==> config.mk <==
export PLATFORM = sky130hd
export DESIGN_NAME = operand_stack
export DESIGN_NICKNAME = d
export VERILOG_FILES = /design/src/rtl/operand_stack.sv
export SDC_FILE = /design/constraint.sdc
export NUM_CORES = 1
export LEC_CHECK = 0
export BUFFER_PORTS_ARGS = -buffer_cell sky130_fd_sc_hd__clkbuf_2
export CAP_MARGIN = 10
export CORE_MARGIN = 3
export CORE_UTILIZATION = 45
export DETAILED_ROUTE_END_ITERATION = 16
export SLEW_MARGIN = 20
export SYNTH_ARGS = -nofsm -noshare
export SYNTH_HDL_FRONTEND = slang
export SYNTH_SLANG_ARGS = --single-unit
export TNS_END_PERCENT = 1
==> constraint.sdc <==
create_clock -name clk -period 4.6 [get_ports clk]
set_input_delay 0.46 -clock clk [delete_from_list [all_inputs] [get_ports clk]]
set_output_delay 0.46 -clock clk [all_outputs]
set_load 0.01 [all_outputs]
==> src/rtl/operand_stack.sv <==
// -----------------------------------------------------------------------------
// operand_stack
//   LIFO data stack fed by the per-cycle push/pop strobes of control_module.
//   A push stores push_data on top of the stack; a pop returns the old top
//   one cycle later on pop_data/pop_valid as an operand for the datapath.
//   A simultaneous push and pop replaces the top entry.
//
// Ports
//   clk        in   system clock, all state updates on its rising edge
//   rst        in   synchronous active-high reset
//   push       in   push strobe, one cycle per push
//   pop        in   pop strobe, one cycle per pop
//   push_data  in   value stored on an accepted push
//   top        out  combinational top entry, 0 when empty
//   pop_data   out  registered value removed by the last accepted pop
//   pop_valid  out  one-cycle pulse: pop_data holds a newly popped value
//   count      out  number of valid entries, 0..DEPTH
//   empty      out  count == 0
//   full       out  count == DEPTH
//   overflow   out  sticky, set by a push rejected because the stack is full
//   underflow  out  sticky, set by a pop rejected because the stack is empty
//
// Strobe semantics: push and pop are single-cycle requests with no
// back-pressure. A request that cannot be honoured is dropped and recorded in
// the matching sticky flag; the producer is expected to watch full/empty.
// -----------------------------------------------------------------------------
module operand_stack #(
  parameter int VALUE_WIDTH = 8,
  parameter int DEPTH       = 8,
  parameter int PTR_WIDTH   = $clog2(DEPTH) + 1
) (
  input  logic                   clk,
  input  logic                   rst,
  input  logic                   push,
  input  logic                   pop,
  input  logic [VALUE_WIDTH-1:0] push_data,
  output logic [VALUE_WIDTH-1:0] top,
  output logic [VALUE_WIDTH-1:0] pop_data,
  output logic                   pop_valid,
  output logic [PTR_WIDTH-1:0]   count,
  output logic                   empty,
  output logic                   full,
  output logic                   overflow,
  output logic                   underflow
);

  localparam int IDX_WIDTH = PTR_WIDTH - 1;

  // Occupancy classes derived from the pointer; kept as a named signal so
  // checkers can bind to it.
  typedef enum logic [1:0] {
    ST_EMPTY   = 2'd0,
    ST_PARTIAL = 2'd1,
    ST_FULL    = 2'd2
  } stack_state_t;

  logic [VALUE_WIDTH-1:0] r_mem [DEPTH];
  logic [PTR_WIDTH-1:0]   r_count;
  logic [VALUE_WIDTH-1:0] r_pop_data;
  logic                   r_pop_valid;
  logic                   r_overflow;
  logic                   r_underflow;

  logic [PTR_WIDTH-1:0]   w_count_m1;
  logic [IDX_WIDTH-1:0]   w_top_idx;
  logic [IDX_WIDTH-1:0]   w_wr_idx;
  logic                   w_empty;
  logic                   w_full;
  logic [VALUE_WIDTH-1:0] w_top_val;
  stack_state_t           w_state;

  assign w_empty    = (r_count == '0);
  assign w_full     = (r_count == PTR_WIDTH'(DEPTH));
  assign w_count_m1 = r_count - PTR_WIDTH'(1);
  // Only meaningful when not empty; the low bits index the top entry.
  assign w_top_idx  = w_count_m1[IDX_WIDTH-1:0];
  // Only used when not full, so count < DEPTH fits in the index width.
  assign w_wr_idx   = r_count[IDX_WIDTH-1:0];
  assign w_top_val  = r_mem[w_top_idx];

  always_comb begin
    w_state = ST_PARTIAL;
    if (w_empty)     w_state = ST_EMPTY;
    else if (w_full) w_state = ST_FULL;
  end

  // Storage: no reset, contents are don't-care after rst. Writes are blocked
  // while rst is high so reset wins over a same-cycle push.
  always_ff @(posedge clk) begin
    if (!rst && push) begin
      if (pop) begin
        // Replace the top, or on an empty stack the push lands in slot 0.
        if (w_empty) r_mem[0]         <= push_data;
        else         r_mem[w_top_idx] <= push_data;
      end else if (!w_full) begin
        r_mem[w_wr_idx] <= push_data;
      end
    end
  end

  // Pointer, pop result and sticky status.
  always_ff @(posedge clk) begin
    if (rst) begin
      r_count     <= '0;
      r_pop_data  <= '0;
      r_pop_valid <= 1'b0;
      r_overflow  <= 1'b0;
      r_underflow <= 1'b0;
    end else begin
      r_pop_valid <= 1'b0;
      case ({push, pop})
        2'b11: begin
          if (w_empty) begin
            // Pop half is rejected, push half still executes.
            r_underflow <= 1'b1;
            r_count     <= PTR_WIDTH'(1);
          end else begin
            // Replace: count is unchanged, so a full stack cannot overflow.
            r_pop_data  <= w_top_val;
            r_pop_valid <= 1'b1;
          end
        end
        2'b10: begin
          if (w_full) r_overflow <= 1'b1;
          else        r_count    <= r_count + PTR_WIDTH'(1);
        end
        2'b01: begin
          if (w_empty) begin
            r_underflow <= 1'b1;
          end else begin
            r_pop_data  <= w_top_val;
            r_pop_valid <= 1'b1;
            r_count     <= w_count_m1;
          end
        end
        default: ;
      endcase
    end
  end

  assign top       = w_empty ? '0 : w_top_val;
  assign pop_data  = r_pop_data;
  assign pop_valid = r_pop_valid;
  assign count     = r_count;
  assign empty     = w_empty;
  assign full      = w_full;
  assign overflow  = r_overflow;
  assign underflow = r_underflow;

endmodule

# Word level (Yosys, flattened, before mapping)

Memory sizes are Yosys's and may differ from the RTL's.
Cells that the tools add are included.

Input port bits: 12
Output and inout port bits: 25
Memories: 1
Register bits after elaboration: 15
Bits in latches: 0
Memory bits (writable): 64
Bits in read-only memories: 0

Memory list:

| memory | words | bits a word | read ports | clocked after memory_dff | write ports | line | source |
|---|---|---|---|---|---|---|---|
| r_mem  | 8     | 8           | 1          | 0                        | 1           | 57   | `logic [VALUE_WIDTH-1:0] r_mem [DEPTH];` |

Divide/modulo/power cells: 0
Eq/ne operators: 7
Reduce and logical (&&, ||, !) cells: 12
Shifts and indexed selects: 0
Multiply operators: 0
Bitwise logic cells: 2
$add $sub $neg: 2
Muxes and demuxes: 23
$lt $le $gt $ge: 0

Operator list:

| kind                  | count |
|---|---|
| $mux W8               | 3 |
| $reduce_or A8 Y1      | 2 |
| $mux W1               | 14 |
| $mux W4               | 3 |
| $pmux W4 S3           | 1 |
| $mux W3               | 2 |
| $ne A2 B2 Y1 const B  | 3 |
| $reduce_and A2 Y1     | 3 |
| $add A4 B1 Y4 const B | 1 |
| $eq A2 B2 Y1 const B  | 2 |
| $eq A4 B4 Y1 const B  | 1 |
| $logic_not A4 Y1      | 1 |
| $reduce_and A4 Y1     | 1 |
| $reduce_or A2 Y1      | 2 |
| $sub A4 B1 Y4 const B | 1 |
| $reduce_bool A3 Y1    | 1 |
| $eq A2 B1 Y1 const B  | 1 |
| $not A1 Y1            | 2 |
| $logic_and A1 B1 Y1   | 1 |
| $logic_not A1 Y1      | 1 |

# Depth between registers and ports, before layout

Gate-level depths: netlist (run 1).

Depth in word-level cells: 8
Mapped depth: 10
Depth with buffers taken out: 7

# Worst setup path after synthesis (run 1)

OpenSTA, ideal clock, no wires.

Kind: reg2out
Start point: reg r_count[0], in the netlist count[0]
End point: out top[5]
Cell stages (with the launch flop): 9
Path buffers: 3
Required time: 4.140 ns
Setup slack: 1.756 ns
Arrival: 2.384 ns
Path through: dfxtp_1 -> buf_1 -> inv_1 -> ha_1 -> buf_2 -> clkbuf_1 -> mux4_2 -> nand2_1 -> a21oi_1

Cells in the longest elaborated chain, start to end: 3
Elaborated cells between the ends (all ways): 4

RTL lines:

| what                   | line | source |
|---|---|---|
| from (decl)            | 58   | `logic [PTR_WIDTH-1:0] r_count;` |
| from (signal assigned) | 125  | `else r_count <= r_count + PTR_WIDTH'(1);` |
| from (signal assigned) | 133  | `r_count <= w_count_m1;` |
| $sub A4 B1 Y4          | 74   | `assign w_count_m1 = r_count - PTR_WIDTH'(1);` |
| $mem_v2 Z8 W8          | n/a  |  |
| $mux W8 (*)            | 141  | `assign top = w_empty ? '0 : w_top_val;` |
| to (decl)              | 37   | `output logic [VALUE_WIDTH-1:0] top,` |

Every way passes the cells marked *; elsewhere a longest branch is shown, timed or not.

# Worst setup path in the final report (run 1)

Start point: reg r_count[0], in the netlist count[0]
End point: out top[1]

The elaborated chain is that of the path after synthesis.

==> results of run 1 <==
==> layer usage <==
layer / GRT usage [%] / share of wire (%) / vias to the layer above
met1: 28.2 / 47 / 1004
met3: 5.41 / 6.6 / 13
li1: - / - / 952
met5: 0 / 0 / -
met2: 27.3 / 45 / 79
met4: 5.94 / 1.4 / 0
==> placed cells by master (no fill, tap or decap), types with 2 or more instances in the layout <==
cell type / n
xor2_1: 2
clkbuf_2: 36
nor2_1: 20
clkbuf_8: 9
dfxtp_1: 15
a22oi_1: 8
o221a_2: 2
mux2i_1: 2
ha_1: 5
a221oi_1: 3
a21oi_1: 13
clkbuf_1: 3
inv_1: 9
edfxtp_1: 64
nand2_1: 43
nor3_1: 5
mux4_2: 16
==> Yosys cell counts <==
cell / number / area (sq um)
edfxtp_1: 64 / 1920
nand2_1: 43 / 161
nor2_1: 20 / 75.1
mux4_2: 16 / 360
dfxtp_1: 15 / 300
a21oi_1: 13 / 65.1
inv_1: 9 / 33.8
a22oi_1: 8 / 60.1
clkbuf_1: 6 / 22.5
ha_1: 5 / 62.6
nor3_1: 5 / 25.0
a221oi_1: 3 / 26.3
buf_2: 3 / 15.0
mux2i_1: 2 / 20.0
o221a_2: 2 / 22.5
xor2_1: 2 / 17.5
a211oi_1: 1 / 7.51
a21boi_1: 1 / 7.51
a21o_1: 1 / 7.51
a22o_1: 1 / 8.76
and2_1: 1 / 6.26
and3_1: 1 / 6.26
and3b_1: 1 / 8.76
buf_1: 1 / 3.75
buf_4: 1 / 7.51
nand2b_1: 1 / 6.26
nor2b_1: 1 / 6.26
nor3_2: 1 / 10.0
nor3b_4: 1 / 18.8
o211ai_1: 1 / 7.51
o21ai_0: 1 / 5.00
o22ai_1: 1 / 6.26
o31a_1: 1 / 8.76
or3_1: 1 / 6.26
or4_1: 1 / 7.51
xnor2_1: 1 / 8.76
==> worst max path at each step <==
stage	depth (start not counted)	endpoint	slack [ns]
2_1_floorplan	8	top[5]	1.76
3_3_place_gp	6	r_mem[4][1]$_DFFE_PP_	1.63
3_5_place_dp	6	r_mem[5][1]$_DFFE_PP_	1.53
4_1_cts	7	top[3]	1.30
5_1_grt	7	top[6]	1.11
6_report	7	top[1]	1.37
==> cells by family (layout without fill, tap and decap cells) <==
kind of cell / count (synthesis) / after routing / share of synthesized area, %
flops: 79 / 79 / 66.4
simple gates: 77 / 77 / 10.1
compound gates: 34 / 34 / 6.96
buf+inv: 20 / 62 / 2.47
mux: 18 / 18 / 11.4
fa+ha+maj: 5 / 5 / 1.87
xor+xnor: 3 / 3 / 0.786
==> layout make-up <==
type / count / area (sq um) / share of cell area [%]
flip-flops and latches: 79 / 2220 / 58.7
inverters: 9 / 33.8 / 0.893
clock buffers: 12 / 135 / 3.57
multi-input cells: 137 / 1040 / 27.5
well taps: 96 / 120 / 3.17
clock inverters: 4 / 46.3 / 1.22
repair buffers: 37 / 188 / 4.96
==> power breakdown <==
group	total, W	internal, W	switching (W)
registers	0.000811	0.000798	0.0000129
clock network	0.000480	0.000249	0.000231
logic	0.000304	0.000119	0.000185
==> per-stage QoR <==
| stage | hold WS, ns | cells | worst slack (ns) | util (%) |
|---|---|---|---|---|
| 2_1_floorplan | 0.502 | 236 | 1.76 | - |
| 3_3_place_gp | 0.449 | 358 | 1.63 | 51.6 |
| 3_5_place_dp | 0.473 | 358 | 1.53 | 51.6 |
| 4_1_cts | 0.417 | 374 | 1.30 | 54.2 |
| 5_1_grt | 0.431 | 374 | 1.11 | 54.2 |
| 6_report | 0.432 | 374 | 1.37 | 54.2 |
==> critical path, stage by stage (launching register included) <==
cell and delay [ns]:
dfxtp_1 0.31, buf_4 0.34, inv_1 0.13, ha_1 0.82
mux4_2 0.36, nand2_1 0.06, a21oi_1 0.23, clkbuf_2 0.17
==> registers in the layout (all words and copies together), names as in the netlist <==
name       cells
count          4
overflow       1
pop_data       8
pop_valid      1
r_mem         64
underflow      1
==> flow_summary.yaml, run 1 <==
clock_tree:
  cts_root_buf: "clkbuf_8"
  clk_path_buf_depth: 2
  clk_pin_slew_worst_paths_ns: 0.08
  cts_setup_buffers: 0
  ctsHtreeMaxLevel: 3
  cts_tree: "yes"
  ctsHoldBuffers: 0
  clock_latency_ns: 0.34
  postCtsResizedCells: 0
  numCtsBuffers: 9
  clock_sinks: 79
outcome:
  status: "completed"
timing:
  post-route-period-util_pct: 70.2
  relSlewSlack_pct: 35.3
  tightestPinTransition_ns: 0.963
  finClkSkew_ns: 0.0138
  final_hold_viol_count: 0
  maxSlewViolCount: 0
  fin_crit_ns: 3.23
  setup_violations: 0
  tns_ns: 0
  max_freq_mhz: 310
  rsz0062_at_grt: "no"
route:
  wl_mm: 7.37
  drt_pre_antenna_iters: 4
  num_vias: 2048
  wl_per_cell_um: 19.7
  drtIter0Drc: 160
  final_antenna_net_count: 0
  routed_via_density: 5.48
  drc_errors: 0
synthesis:
  syn_area_sq_um: 3340
  ys_ff_latch: 79
  synth_fp_nets: 253
  yosys_warnings: 0
  yosysSeqAreaShare_pct: 66.4
  avgSynthCellArea_sq_um: 14.2
  syn_inst: 236
  yosysUniqueCellTypes: 36
floorplanning:
  die-area_sq_um: 8500
  die_x_um: 92.2
  rows: 30
  initial_core_util_pct: 47.9
  die_h_um: 92.2
  io_pins: 37
  core_sq_um: 6980
setup_path:
  crit_start: "count[0]$_SDFFE_PP0P_"
  reg2reg_depth: 6
  timing.rr.start: "count[0]$_SDFFE_PP0P_"
  cp_data_arrival_time_ns: 2.77
  rrSetupSlack_ns: 1.51
  crit_fanout: 24
  timing.critical_path.to_type: "output pin"
  critical_path.startpoint_type: "flip-flop"
  worstPathRequired_ns: 4.14
  path_class: "flip-flop to output pin"
  timing.rr.end: "r_mem[0][0]$_DFFE_PP_"
worst_hold_path:
  worstHoldPathType: "input port to flip-flop"
  holdPathEnd: "r_mem[1][3]$_DFFE_PP_"
  hold_depth: 1
  hp-start: "push_data[3]"
global_routing:
  grt_max_degree: 25
  track_usage_pct: 19.1
  grt-ovfl-total: 0
  antenna_found_initial: 0
  grt_pass1_vias: 2043
  grt_pass1_wl_mm: 11.9
power:
  vdd_drop_max_uv: 187
  power_leakage_nw: 1.37
  power.density_nw_per_um2: 421
  p_total_w: 0.00159
final_layout:
  nets: 290
  antenna_cells: 0
  nFillCells: 599
  area_delta_synth_final_pct: 13.2
  drive_gt1_share_pct: 24.8
  final_area_sq_um: 3780
placed_design:
  place_congestion: 0.844
  dpl.hpwl_mm: 5.31
  io_buffers: 36
  placed_area_sq_um: 3600
run:
  drv_cap: 0
(Power assumes the default switching activity.)
==> run 2: changes to the inputs <==
--- a/config.mk
+++ b/config.mk
@@ -10,6 +10,7 @@
 export CORE_MARGIN = 3
 export CORE_UTILIZATION = 45
 export DETAILED_ROUTE_END_ITERATION = 16
+export PLACE_DENSITY = 0.66
 export SLEW_MARGIN = 20
 export SYNTH_ARGS = -nofsm -noshare
 export SYNTH_HDL_FRONTEND = slang
==> constraint.sdc (replaced) <==
create_clock -name clk -period 2.9 [get_ports clk]
set_input_delay 0.29 -clock clk [delete_from_list [all_inputs] [get_ports clk]]
set_output_delay 0.29 -clock clk [all_outputs]
set_load 0.01 [all_outputs]
==> run 2 against run 1 <==
Net effect:
- total power rose by 62%
- register-to-register slack got worse by 1.2 ns
- critical endpoint is now r_mem[6][2]$_DFFE_PP_
- global-route usage down 0.23 points
- final cell count grew 2.1%
- first-iteration DRC count rose by 53%
- highest routed layer unchanged
- sequential cell count unchanged
- worst hold slack worse by 0.20 ns
- routed wire length decreased by 2.1%
==> flow_summary.yaml, run 2 (same netlist as run 1, synthesis figures left out) <==
final_layout:
  final_common_cell: "edfxtp_1"
  area_delta_synth_final_pct: 15.4
  nFillCells: 608
  drive_gt1_share_pct: 28.0
  largest_register: "r_mem"
  final_core_util_pct: 55.3
  seq_area_sq_um: 2220
  multiInputGateArea_sq_um: 1040
  final_area_sq_um: 3860
  antenna_cells: 0
  nets: 298
  largest_reg_flops: 64
  final_cell_mix: "64 x edfxtp_1, 43 x nand2_1, 36 x clkbuf_2"
setup_path:
  crit_chain: "inv_1 -> ha_1 -> nor2b_1 -> a221oi_1 -> nand2_1 -> nor2_1"
  critical_path.startpoint_type: "flip-flop"
  crit_family: "simple AND/OR/NAND/NOR gates"
  path_class: "flip-flop to flip-flop"
  timing.rr.start: "count[1]$_SDFFE_PP0P_"
  slowest_stage: "nor2_1"
  timing.critical_path.to_type: "flip-flop"
  timing.rr.end: "r_mem[6][2]$_DFFE_PP_"
  crit_fanout: 9
  rrSetupSlack_ns: 0.32
  worstPathRequired_ns: 2.88
  cp_data_arrival_time_ns: 2.56
  reg2reg_depth: 6
  crit_buf_inv: 1
  cpPeakStageDelay_ns: 0.68
timing:
  final_hold_viol_count: 0
  post-route-period-util_pct: 88.8
  fin_ws_ns: 0.324
  tns_ns: 0
  maxSlewViolCount: 0
  finClkSkew_ns: 0.0106
  setup_violations: 0
  tightestPinTransition_ns: 0.830
  relSlewSlack_pct: 44.5
  max_freq_mhz: 388
  fin_crit_ns: 2.58
  rsz0062_at_grt: "no"
clock_tree:
  clk_path_buf_depth: 2
  ctsHtreeMaxLevel: 3
  numCtsBuffers: 9
  cts_root_buf: "clkbuf_8"
  clock_sinks: 79
  cts_setup_buffers: 0
  clock_latency_ns: 0.35
  cts_tree: "yes"
  postCtsResizedCells: 0
  clk_pin_slew_worst_paths_ns: 0.08
  ctsHoldBuffers: 0
floorplanning:
  initial_core_util_pct: 47.9
  die-area_sq_um: 8500
  die_h_um: 92.2
  die_x_um: 92.2
  core_sq_um: 6980
  io_pins: 37
  rows: 30
power:
  power_leakage_nw: 1.42
  power.density_nw_per_um2: 670
  vdd_drop_max_uv: 382
route:
  wl_per_cell_um: 18.9
  drc_errors: 0
  num_vias: 2115
  final_antenna_net_count: 0
  drt_pre_antenna_iters: 5
  routed_via_density: 5.54
  wl_mm: 7.22
  drtIter0Drc: 244
global_routing:
  antenna_found_initial: 0
  grt_pass1_wl_mm: 11.7
  grt_pass1_vias: 2106
  grt_max_degree: 24
  grt-ovfl-total: 0
  track_usage_pct: 18.8
run:
  drv_cap: 0
placed_design:
  placed_area_sq_um: 3660
  pre_cts_slack_ns: 0.320
  io_buffers: 36
  place_congestion: 0.843
  dpl.hpwl_mm: 4.88
worst_hold_path:
  hp-start: "push_data[2]"
  holdPathEnd: "r_mem[7][2]$_DFFE_PP_"
  worstHoldPathType: "input port to flip-flop"
  hold_depth: 1
outcome:
  status: "completed"
-- run 2: changes by cell type in the layout (fill, tap and decap cells not counted) --
| cell | delta |
|---|---|
| buf_4 | +8 |
| clkinv_1 | -1 |
| clkinv_4 | +2 |
| inv_6 | +1 |
| clkbuf_1 | -2 |
-- run 2: final cells by class --
| type | count | area share, % |
|---|---|---|
| Timing Repair Buffer | 45 | 6.42 |
| Multi-Input combinational cell | 137 | 26.9 |
| Clock buffer | 10 | 3.31 |
| Sequential cell | 79 | 57.6 |
| Inverter | 9 | 0.875 |
| Clock inverter | 6 | 1.78 |
| Tap cell | 96 | 3.11 |
-- run 2: power breakdown --
part / switching (W) / leakage, nW / internal, W
clock network: 0.000401 / 0.0968 / 0.000402
logic: 0.000298 / 0.624 / 0.000206
registers: 0.0000168 / 0.700 / 0.00126
total: 0.000715 / 1.42 / 0.00187
-- run 2: metrics by stage --
stage               hold slack, ns  cells  power (W)
global route                 0.220    382    0.00273
floorplan                    0.389    236    0.00164
detailed placement           0.453    366    0.00181
global placement             0.448    366    0.00181
finish                       0.235    382    0.00259
CTS                          0.224    382    0.00261
-- run 2: worst max-delay path by stage --
stage	startpoint	endpoint	slack [ns]	cells past startpoint
after floorplan	count[0]$_SDFFE_PP0P_	r_mem[1][0]$_DFFE_PP_	0.08	10
after global placement	count[1]$_SDFFE_PP0P_	r_mem[7][5]$_DFFE_PP_	0.35	6
after detailed placement	count[1]$_SDFFE_PP0P_	r_mem[7][6]$_DFFE_PP_	0.32	6
after CTS	count[1]$_SDFFE_PP0P_	r_mem[7][3]$_DFFE_PP_	0.32	6
after global routing	count[1]$_SDFFE_PP0P_	r_mem[7][4]$_DFFE_PP_	0.13	6
final	count[1]$_SDFFE_PP0P_	r_mem[6][2]$_DFFE_PP_	0.32	6
-- run 2: routing by layer --
| metal | up-vias | GRT usage (%) | part of all wire [%] |
|---|---|---|---|
| met3 | 9 | 4.68 | 4.7 |
| met4 | 0 | 7.92 | 1.7 |
| met2 | 61 | 30.5 | 52 |
| met5 | - | 0 | 0 |
| met1 | 1066 | 24.3 | 42 |
| li1 | 979 | - | - |
==> run 3: changes to the inputs <==
--- a/config.mk
+++ b/config.mk
@@ -9,8 +9,9 @@
 export CAP_MARGIN = 10
 export CORE_MARGIN = 3
 export CORE_UTILIZATION = 45
+export CTS_BUF_LIST = sky130_fd_sc_hd__clkbuf_4 sky130_fd_sc_hd__clkbuf_8
 export DETAILED_ROUTE_END_ITERATION = 16
-export PLACE_DENSITY = 0.66
+export SETUP_SLACK_MARGIN = 0.5
 export SLEW_MARGIN = 20
 export SYNTH_ARGS = -nofsm -noshare
 export SYNTH_HDL_FRONTEND = slang
==> constraint.sdc (replaced) <==
create_clock -name clk -period 2.6 [get_ports clk]
set_input_delay 0.26 -clock clk [delete_from_list [all_inputs] [get_ports clk]]
set_output_delay 0.26 -clock clk [all_outputs]
set_load 0.01 [all_outputs]
==> run 3 against run 2 <==
Net effect:
- sequential share of layout area shrank 2.4 points
- routed wire length rose by 7.0%
- final cell count is 0.52% higher
- largest power group unchanged
==> flow_summary.yaml, run 3 (same netlist as run 1, synthesis figures left out) <==
power:
  vdd_drop_max_uv: 376
  power.density_nw_per_um2: 742
  power_leakage_nw: 1.46
final_layout:
  nFillCells: 558
  final_core_util_pct: 57.9
  drive_gt1_share_pct: 36.8
  final_common_cell: "edfxtp_1"
  largest_reg_flops: 64
  area_delta_synth_final_pct: 20.8
  antenna_cells: 0
  nets: 300
  final_cell_mix: "64 x edfxtp_1, 37 x nand2_1, 35 x clkbuf_2"
  final_area_sq_um: 4040
  multiInputGateArea_sq_um: 1160
  seq_area_sq_um: 2230
  largest_register: "r_mem"
worst_hold_path:
  hp-start: "push_data[6]"
  worstHoldPathType: "input port to flip-flop"
floorplanning:
  core_sq_um: 6980
  initial_core_util_pct: 47.9
  die_h_um: 92.2
  io_pins: 37
  die_x_um: 92.2
  die-area_sq_um: 8500
  rows: 30
timing:
  max_freq_mhz: 467
  tns_ns: 0
  finClkSkew_ns: 0.00527
  maxSlewViolCount: 0
  setup_violations: 0
  tightestPinTransition_ns: 0.621
  rsz0062_at_grt: "yes"
  post-route-period-util_pct: 82.4
  final_hold_viol_count: 0
  fin_crit_ns: 2.14
  relSlewSlack_pct: 58.4
outcome:
  status: "completed"
clock_tree:
  cts_tree: "yes"
  clock_latency_ns: 0.35
  ctsHtreeMaxLevel: 3
  numCtsBuffers: 9
  ctsHoldBuffers: 0
  cts_root_buf: "clkbuf_8"
  clk_pin_slew_worst_paths_ns: 0.09
  clock_sinks: 79
  clk_path_buf_depth: 2
global_routing:
  track_usage_pct: 19.6
  antenna_found_initial: 0
  grt-ovfl-total: 0
  grt_pass1_wl_mm: 12.3
  grt_pass1_vias: 2052
  grt_max_degree: 24
route:
  drtIter0Drc: 136
  met3_length_um: 457
  wl_per_cell_um: 20.1
  drt_pre_antenna_iters: 4
  final_antenna_net_count: 0
  highest-signal-layer: "met4"
  wl_met2_mm: 3.46
  routed_via_density: 5.51
  num_vias: 2117
  wl_mm: 7.72
  met1_length_mm: 3.72
  drc_errors: 0
setup_path:
  critical_path.startpoint_type: "flip-flop"
  path_class: "flip-flop to output pin"
  crit_fanout: 6
  timing.critical_path.to_type: "output pin"
  timing.rr.start: "count[0]$_SDFFE_PP0P_"
  worstPathRequired_ns: 2.34
  crit_start: "count[0]$_SDFFE_PP0P_"
  cp_data_arrival_time_ns: 1.88
placed_design:
  io_buffers: 36
  dpl.hpwl_mm: 5.48
  placed_area_sq_um: 3730
  place_congestion: 0.845
run:
  drv_cap: 0
run 3: changes by cell type in the layout (fill, tap and decap cells not counted), moves of 3 or more:
cell     delta
inv_8       +3
nand2_1     -6
nand2_2     +4
nor2_1      -9
nor2_4      +8
run 3: worst max-delay path, stage by stage, from the launching register on:
cell and delay (ns):
dfxtp_4 0.37, inv_2 0.06, ha_4 0.33, clkbuf_16 0.15, mux4_2 0.34, nand2_1 0.09, a21oi_1 0.07, clkbuf_2 0.14
run 3: worst paths after layout:
kind / endpoint / slack (ns) / cells after the start
hold / removal: r_mem[5][6]$_DFFE_PP_ / 0.23 / 1
hold reg to reg: pop_data[7]$_SDFFE_PP0P_ / 0.50 / 2
setup / recovery: top[6] / 0.46 / 7
setup reg to reg: r_mem[7][6]$_DFFE_PP_ / 0.51 / 7
run 3: routing by layer:
metal,vias to the layer above,global-route usage [%]
met5,-,0
met4,0,6.56
met3,6,4.35
met2,77,27.9
met1,1054,29.7
li1,980,-
run 3: power breakdown:
part           switching, W  total [W]  internal, W  leakage (nW)
clock              0.000522   0.000902     0.000380        0.0985
combinational      0.000377   0.000664     0.000287         0.662
sequential        0.0000213    0.00143      0.00141         0.701
run 3: timing repair:
| item | CTS | global route |
|---|---|---|
| pin swaps | 1 | 3 |
| setup buffers | 4 | 0 |
| resized for setup | 8 | 7 |
| cloned | 0 | 1 |
| endpoints found under the setup margin | 80 | 82 |
run 3: final cells by class:
cell class | instances | area share [%]
Clock buffer | 9 | 3.07
Clock inverter | 7 | 1.86
Inverter | 9 | 0.836
Multi-Input combinational cell | 137 | 28.7
Sequential cell | 79 | 55.2
Tap cell | 96 | 2.97
Timing Repair Buffer | 47 | 7.40
run 3: per-stage QoR:
| step | setup slack (ns) | std cells | total power [W] | hold slack (ns) |
|---|---|---|---|---|
| after detailed placement | 0.426 | 363 | 0.00206 | 0.468 |
| after CTS | 0.447 | 383 | 0.00299 | 0.222 |
| after global routing | 0.392 | 384 | 0.00315 | 0.221 |
| final | 0.458 | 384 | 0.00300 | 0.235 |
| after floorplan | 0.519 | 236 | 0.00187 | 0.359 |
| after global placement | 0.449 | 363 | 0.00206 | 0.447 |
